--- src/rtl/cnn_pkg.sv ---
// Shared types, widths and helpers for the convolution engine.
// Q4.12 data, Q8.24 products, 40-bit Q.24 accumulators.
package cnn_pkg;

  localparam int DATA_W = 16;
  localparam int FRAC_W = 12;
  localparam int PROD_W = 32;
  localparam int ACC_W  = 40;

  typedef logic signed [DATA_W-1:0] data_t;
  typedef logic signed [ACC_W-1:0]  acc_t;

  typedef enum logic [1:0] {
    IDLE,
    CLEAR,
    RUN,
    DONE
  } state_t;

  // Drop the fraction (toward -inf) and clamp to 16-bit range
  function automatic data_t sat16(input acc_t a);
    acc_t s;
    s = a >>> FRAC_W;
    if (s > acc_t'(32767))
      return data_t'(16'h7fff);
    if (s < acc_t'(-32768))
      return data_t'(16'h8000);
    return s[DATA_W-1:0];
  endfunction

endpackage

--- src/rtl/cnn_mac_array.sv ---
// Tm x Tn signed multiplier array with one adder tree per output lane.
// Purely combinational; idle lanes are fed zero operands by the caller.
module cnn_mac_array
  import cnn_pkg::*;
#(
  parameter int Tm_p = 1,
  parameter int Tn_p = 1
) (
  input  data_t w   [Tm_p][Tn_p],
  input  data_t x   [Tn_p],
  output acc_t  sum [Tm_p]
);

  logic signed [PROD_W-1:0] prod [Tm_p][Tn_p];

  // Multiply every lane pair, then reduce across the input tile
  always_comb begin
    for (int i = 0; i < Tm_p; i++) begin
      sum[i] = '0;
      for (int j = 0; j < Tn_p; j++) begin
        prod[i][j] = PROD_W'(w[i][j]) * PROD_W'(x[j]);
        sum[i] = sum[i] + acc_t'(prod[i][j]);
      end
    end
  end

endmodule

--- src/rtl/cnn_conv_engine.sv ---
// Tiled fixed-point convolution layer engine.
// Walks (r, c, kr, kc, n-tile, m-tile), accumulating into per-pixel sums.
module cnn_conv_engine
  import cnn_pkg::*;
#(
  parameter int N_p  = 1,
  parameter int M_p  = 1,
  parameter int K_p  = 1,
  parameter int R_p  = 4,
  parameter int C_p  = 4,
  parameter int S_p  = 1,
  parameter int Tn_p = 1,
  parameter int Tm_p = 1
) (
  input  logic  clk_i,
  input  logic  reset_i,
  input  data_t fm_i      [N_p][R_p][C_p],
  input  data_t weights_i [M_p][N_p][K_p][K_p],
  input  logic  valid_i,
  output data_t fm_o      [M_p][R_p][C_p],
  output logic  done_o
);

  localparam int ROUT = (R_p - K_p) / S_p + 1;
  localparam int COUT = (C_p - K_p) / S_p + 1;
  localparam int NT   = (N_p + Tn_p - 1) / Tn_p;
  localparam int MT   = (M_p + Tm_p - 1) / Tm_p;

  state_t state, state_nxt;
  logic   clr_en, run_en, load_en, last;
  int     r, c, kr, kc, nt, mt;

  acc_t  acc  [M_p][ROUT][COUT];
  data_t xv   [Tn_p];
  data_t wv   [Tm_p][Tn_p];
  acc_t  psum [Tm_p];

  assign last = (r == ROUT - 1) && (c == COUT - 1) &&
                (kr == K_p - 1) && (kc == K_p - 1) &&
                (nt == NT - 1) && (mt == MT - 1);

  // State register
  always_ff @(posedge clk_i) begin
    if (!reset_i) state <= IDLE;
    else          state <= state_nxt;
  end

  // Next-state logic
  always_comb begin
    state_nxt = state;
    unique case (state)
      IDLE:  if (valid_i) state_nxt = CLEAR;
      CLEAR: state_nxt = RUN;
      RUN:   if (last) state_nxt = DONE;
      DONE:  state_nxt = IDLE;
      default: state_nxt = IDLE;
    endcase
  end

  // State decode into datapath enables
  always_comb begin
    clr_en  = (state == CLEAR);
    run_en  = (state == RUN);
    load_en = (state == DONE);
  end

  // Loop counters, innermost (m-tile) first
  always_ff @(posedge clk_i) begin
    if (!reset_i || clr_en) begin
      r <= 0; c <= 0; kr <= 0;
      kc <= 0; nt <= 0; mt <= 0;
    end else if (run_en) begin
      if (mt < MT - 1) mt <= mt + 1;
      else begin
        mt <= 0;
        if (nt < NT - 1) nt <= nt + 1;
        else begin
          nt <= 0;
          if (kc < K_p - 1) kc <= kc + 1;
          else begin
            kc <= 0;
            if (kr < K_p - 1) kr <= kr + 1;
            else begin
              kr <= 0;
              if (c < COUT - 1) c <= c + 1;
              else begin
                c <= 0;
                if (r < ROUT - 1) r <= r + 1;
                else r <= 0;
              end
            end
          end
        end
      end
    end
  end

  // Operand select; lanes past N_p / M_p never match and stay zero
  always_comb begin
    for (int j = 0; j < Tn_p; j++) begin
      xv[j] = '0;
      for (int nn = 0; nn < N_p; nn++)
        for (int rr = 0; rr < R_p; rr++)
          for (int cc = 0; cc < C_p; cc++)
            if (nn == nt * Tn_p + j &&
                rr == r * S_p + kr &&
                cc == c * S_p + kc)
              xv[j] = fm_i[nn][rr][cc];
    end
    for (int i = 0; i < Tm_p; i++)
      for (int j = 0; j < Tn_p; j++) begin
        wv[i][j] = '0;
        for (int mm = 0; mm < M_p; mm++)
          for (int nn = 0; nn < N_p; nn++)
            for (int a = 0; a < K_p; a++)
              for (int b = 0; b < K_p; b++)
                if (mm == mt * Tm_p + i &&
                    nn == nt * Tn_p + j &&
                    a == kr && b == kc)
                  wv[i][j] = weights_i[mm][nn][a][b];
      end
  end

  cnn_mac_array #(
    .Tm_p (Tm_p),
    .Tn_p (Tn_p)
  ) u_mac (
    .w   (wv),
    .x   (xv),
    .sum (psum)
  );

  // Accumulators: cleared before a layer, summed per RUN cycle
  always_ff @(posedge clk_i) begin
    if (!reset_i || clr_en) begin
      for (int mm = 0; mm < M_p; mm++)
        for (int ro = 0; ro < ROUT; ro++)
          for (int co = 0; co < COUT; co++)
            acc[mm][ro][co] <= '0;
    end else if (run_en) begin
      for (int mm = 0; mm < M_p; mm++)
        for (int ro = 0; ro < ROUT; ro++)
          for (int co = 0; co < COUT; co++)
            for (int i = 0; i < Tm_p; i++)
              if (ro == r && co == c && mm == mt * Tm_p + i)
                acc[mm][ro][co] <= acc[mm][ro][co] + psum[i];
    end
  end

  // Result registers: zero outside the valid region
  always_ff @(posedge clk_i) begin
    if (!reset_i) begin
      done_o <= 1'b0;
      for (int mm = 0; mm < M_p; mm++)
        for (int rr = 0; rr < R_p; rr++)
          for (int cc = 0; cc < C_p; cc++)
            fm_o[mm][rr][cc] <= '0;
    end else begin
      done_o <= load_en;
      if (load_en) begin
        for (int mm = 0; mm < M_p; mm++)
          for (int rr = 0; rr < R_p; rr++)
            for (int cc = 0; cc < C_p; cc++)
              fm_o[mm][rr][cc] <= '0;
        for (int mm = 0; mm < M_p; mm++)
          for (int ro = 0; ro < ROUT; ro++)
            for (int co = 0; co < COUT; co++)
              fm_o[mm][ro][co] <= sat16(acc[mm][ro][co]);
      end
    end
  end

endmodule

--- config.mk ---
export PLATFORM = sky130hd
export DESIGN_NAME = cnn_conv_engine
export DESIGN_NICKNAME = d
export VERILOG_FILES = /design/src/rtl/cnn_pkg.sv /design/src/rtl/cnn_mac_array.sv /design/src/rtl/cnn_conv_engine.sv
export SDC_FILE = /design/constraint.sdc
export NUM_CORES = 2
export LEC_CHECK = 0
export CORE_ASPECT_RATIO = 0.8
export CORE_UTILIZATION = 45
export CTS_BUF_LIST = sky130_fd_sc_hd__clkbuf_16
export DETAILED_ROUTE_END_ITERATION = 7
export PLACE_DENSITY = 0.7
export SETUP_SLACK_MARGIN = 0.5
export SLEW_MARGIN = 20
export SYNTH_ARGS = -nofsm -noshare
export SYNTH_HDL_FRONTEND = slang
export SYNTH_SLANG_ARGS = --single-unit
--- constraint.sdc ---
create_clock -name clk_i -period 31 [get_ports clk_i]
set_clock_uncertainty 0.2 [all_clocks]
set_input_delay 6.2 -clock clk_i [delete_from_list [all_inputs] [get_ports clk_i]]
set_output_delay 6.2 -clock clk_i [all_outputs]
set_load 0.05 [all_outputs]
# Word level (Yosys, flattened, before mapping)

Memories as Yosys holds them, arrays and structs flattened.
Index checks and enable logic that the tools add are counted.

Output and inout bits: 257
RAM bits: 640
Memories: 1
Word-level logic and storage cells: 505
Bits of input ports: 275
Register bits after elaboration: 451

Bitwise logic cells: 5
Equality and inequality tests: 19
Add/subtract/negate cells: 24
$mul: 1
Reductions and logical operators: 93
Multiplexer cells: 300
$lt $le $gt $ge: 38

Memories:

| memory | depth | width | rd ports | clocked after memory_dff | write ports | line                  | RTL |
|---|---|---|---|---|---|---|---|
| acc    | 1     | 640   | 1        | 0                        | 16          | cnn_conv_engine.sv:33 | `acc_t acc [M_p][ROUT][COUT];` |

Operator list:

| kind                                                                              | count |
|---|---|
| 640-bit two-way mux                                                               | 16 |
| 640-bit OR reduction                                                              | 16 |
| 16-bit two-way mux                                                                | 83 |
| 40-bit by 32-bit adder with 40-bit output                                         | 16 |
| 28-bit by 16-bit greater-than comparator with 1-bit output, second input constant | 16 |
| 28-bit by 16-bit < comparator with 1-bit output, second input constant            | 16 |
| 3-bit by 32-bit equality test with 1-bit output, first input constant             | 8 |
| 32-bit zero test                                                                  | 8 |
| 32-bit by 2-bit adder with 32-bit output, second input constant                   | 6 |
| 32-bit two-way mux                                                                | 6 |
| 1-bit two-way mux                                                                 | 178 |
| 2-bit by 32-bit equality test with 1-bit output, first input constant             | 4 |
| 32-bit by 1-bit < comparator with 1-bit output, second input constant             | 4 |
| 32-bit adder                                                                      | 2 |
| 32-bit by 3-bit equality test with 1-bit output, second input constant            | 2 |
| 32-bit by 3-bit < comparator with 1-bit output, second input constant             | 2 |
| 1-bit logical AND                                                                 | 60 |
| 16-bit by 16-bit multiplier with 32-bit output                                    | 1 |
| 15-bit two-way mux                                                                | 1 |
| 14-bit two-way mux                                                                | 1 |
| 13-bit two-way mux                                                                | 1 |
| 12-bit two-way mux                                                                | 1 |
| 11-bit two-way mux                                                                | 1 |
| 10-bit two-way mux                                                                | 1 |
| 22 further kinds                                                                  | 30 |

# Logic depth before layout (Yosys ltp)

Depth after elaboration: 38
Gate-level depth with buffers: 61

# By module

From an unflattened synthesis, not the netlist that was laid out.

Cell total of the unflattened synthesis: 10,878
Area, all modules: 86,417.9 µm²

By module, submodules not included:

| module          | area an instance (µm²) | cells an instance | instances |
|---|---|---|---|
| cnn_conv_engine | 76,544.7               | 9,795             | 1 |
| cnn_mac_array   | 9,873.2                | 1,083             | 1 |

# Least setup slack after synthesis

No wires, ideal clock.

Path kind: input to register
Start: in fm_i[226] (netlist bit)
End: mem acc[0][79] (netlist bit)
Path buffers: 0
Stages: 36
Setup time: 0.070 ns
Setup slack: 14.587 ns
Data required time: 30.730 ns
Arrival time: 16.143 ns
Cells stage by stage: mux4_2 nand2_1 o211ai_1 nor4_1 o22ai_2 and2_1 fa_1 fa_1 fa_1 fa_1 fa_1 fa_1 ha_1 a21o_1 a21oi_1 nand2_1 nor2_1 o311ai_0 a31oi_1 o21bai_1 a21oi_1 a21oi_1 xnor2_1 inv_2 ha_1 a21o_1 a221o_1 a21oi_1 nand3b_1 o211ai_1 a21oi_1 nand3_1 nand2_1 xnor2_1 or3_1 a21oi_1

RTL lines:

| what               | line                  | RTL |
|---|---|---|
| start: declaration | cnn_conv_engine.sv:17 | `input data_t fm_i [N_p][R_p][C_p],` |
| end: declaration   | cnn_conv_engine.sv:33 |  |

==> impl_metrics.yaml <==
outcome:
  outcome: "complete, but fails checks"
  violations: "DRC"
clock_network:
  htree_levels: 3
  post_cts_buffers: 0
  ctsHoldBuffers: 0
  clk_path_buf_depth: 3
  cts_sinks: 1091
  tritoncts: "done"
  clock_latency_ns: 0.81
  ctsResizeCount: 0
  cts_inserted_buffers: 118
  clock-root-buffer: "clkbuf_16"
  clk_pin_slew_ns: 0.06
yosys:
  ys.flop_type: "dfxtp_1"
  yosys_register_bits: 1091
  ys_warn_count: 0
  yosysSeqAreaShare_pct: 25.8
  syn_nets: 12200
  syn_inst: 10900
  syn_avg_cell_area_um2: 7.94
  synth_edf_count: 40
  netlist_area_um2: 86200
  yosysUniqueCellTypes: 114
  synthArstFlopShare_pct: 0
global_routing:
  grt_first_pass_wirelength_um: 437000
  grtUsageTotal_pct: 28.2
  grt_pass1_vias: 77100
  grt.overflow.total: 0
  grt_max_degree: 190
  antenna_found_initial: 8
sta:
  max_slew_margin_pct: 17.1
  fin_crit_sh_pct: 60.7
  rsz0062_at_grt: "no"
  setup_violations: 0
  fin_crit_ns: 18.82
  tns_ns: 0
  max_freq_mhz: 53.1
  hold_viol_final: 0
  tightest_slew_ns: 1.23
  drv_slew: 0
layout:
  syn_to_final_growth_pct: 13.9
  regArea_um2: 22200
  instances_no_fill: 13800
  drive_above_1_share_pct: 4.09
  utilization_pct: 51.6
  nFillCells: 17800
  fin_nets: 12500
  multi_input_area_um2: 60800
floorplan:
  start_util_pct: 45.4
  placementRows: 143
  die_y_um: 393
  ios: 532
  fp.coreArea_um2: 190000
  die_x_um: 491
  die_area_um2: 193000
setup_path:
  path_class: "primary input to register"
  critPathCaptureType: "register"
  cp.arrival_ns: 19.34
  required_ns: 31.52
  slowest_stage: "o41ai_1"
  crit_fanout: 51
  cp-start-kind: "primary input"
  max_stage_delay_ns: 0.97
routing:
  postRouteAntennaNets: 0
  drcViolationCount: 74
  firstDrtPassIters: 8
  vias: 81400
  routedWlPerCell_um: 20.4
  routed_wl_um: 283000
  viasPerCell: 5.88
  drtIter0Drc: 7481
place:
  portBuffers: 531
  globalplace.congestion: 0.974
  place_hpwl_um: 203000
  dp_cells: 13600
min_path:
  hold_class: "register to register"
run:
  max_cap_viol_count: 0
## worst max-delay path: cells and delay by family
family,cells,cell delay [ns]
and+or+nand+nor,6,0.75
AOI/OAI and AO/OA,18,5.65
buffers and inverters,11,3.05
adders and majority gates,8,3.29
xor gates and xnor gates,2,0.29
## kinds of logic (layout without fill, tap and decap cells)
family                     Yosys count  count (layout)  synth area share [%]
and+or+nand+nor                   3826            3826                  21.1
AOI/OAI and AO/OA                 3182            3182                  23.0
DFF                               1091            1091                  25.8
adders and majority gates         1069            1069                  18.0
buffers and inverters              916            1358                  4.14
xor gates and xnor gates           732             732                  7.44
muxes                               40              40                 0.552
other                                0               2                     0
## metrics by stage
stage,instance area (µm²),hold WS (ns),setup slack (ns)
3_5_place_dp,94200,0.248,11.71
5_1_grt,98100,0.270,11.71
4_1_cts,98100,0.258,12.51
2_1_floorplan,86200,0.233,14.59
3_3_place_gp,94200,0.242,11.94
6_report,98100,0.255,12.18
## layout by cell type (no fill, tap or decap), types with 40 or more instances in the layout
cell,n
a211oi_1,107
a21boi_0,254
a21o_1,264
a21oi_1,1135
a31oi_1,74
and2_1,106
and3_1,120
buf_4,109
clkbuf_16,120
clkdlybuf4s50_1,530
dfxtp_1,1051
edfxtp_1,40
fa_1,281
ha_1,787
inv_1,515
nand2_1,1441
nand2b_1,365
nand3_1,207
nand4_1,134
nor2_1,781
nor2b_1,115
nor3_1,174
nor4_1,107
o21a_1,133
o21ai_0,658
o21bai_1,81
o31ai_1,44
or3_1,111
xnor2_1,436
xor2_1,270
## final timing paths
| check | from | end | slack, ns | cells after the start |
|---|---|---|---|---|
| worst min-delay path | acc[0][5] | acc[0][5] | 0.25 | 2 |
| worst max-delay path | fm_i[248] | acc[0][79] | 12.18 | 45 |
| worst max register to register | kc[0] | acc[0][79] | 13.11 | 52 |
| worst min register to register | acc[0][5] | acc[0][5] | 0.25 | 2 |
## layout make-up
| cell class | count | area share, % |
|---|---|---|
| Multi-Input combinational cell | 8849 | 62.0 |
| Sequential cell | 1091 | 22.7 |
| Timing Repair Buffer | 643 | 6.30 |
| Tap cell | 2537 | 3.23 |
| Clock buffer | 120 | 3.06 |
| Inverter | 499 | 1.91 |
| Clock inverter | 96 | 0.835 |
| Antenna cell | 2 | 0.00510 |
## state kept, by name, summed over array words and instances, names as in the netlist
register,cells
acc,640
c,32
done_o,1
fm_o,256
kc,32
kr,32
mt,32
nt,32
r,32
state,2
## routing by layer
| metal | global-route usage (%) | part of all wire (%) |
|---|---|---|
| met2 | 44.0 | 44 |
| met1 | 38.7 | 44 |
| met3 | 4.54 | 7.6 |
| met5 | 0 | 0.013 |
| met4 | 10.8 | 4.1 |
## synth_stat cells, types with 208 or more instances
master / count / area, µm²
ha_1: 788 / 9860
nand3_1: 208 / 1040
a21boi_0: 255 / 1910
nand2b_1: 366 / 2290
o21ai_0: 659 / 3300
xor2_1: 276 / 2420
clkbuf_1: 345 / 1290
a21oi_1: 1136 / 5690
inv_1: 497 / 1870
xnor2_1: 456 / 3990
fa_1: 281 / 5630
dfxtp_1: 1051 / 21000
a21o_1: 264 / 1980
nor2_1: 788 / 2960
nand2_1: 1443 / 5420
Power is not shown: default switching activity piles up to over one toggle a cycle in this logic, so the estimate is an artifact.
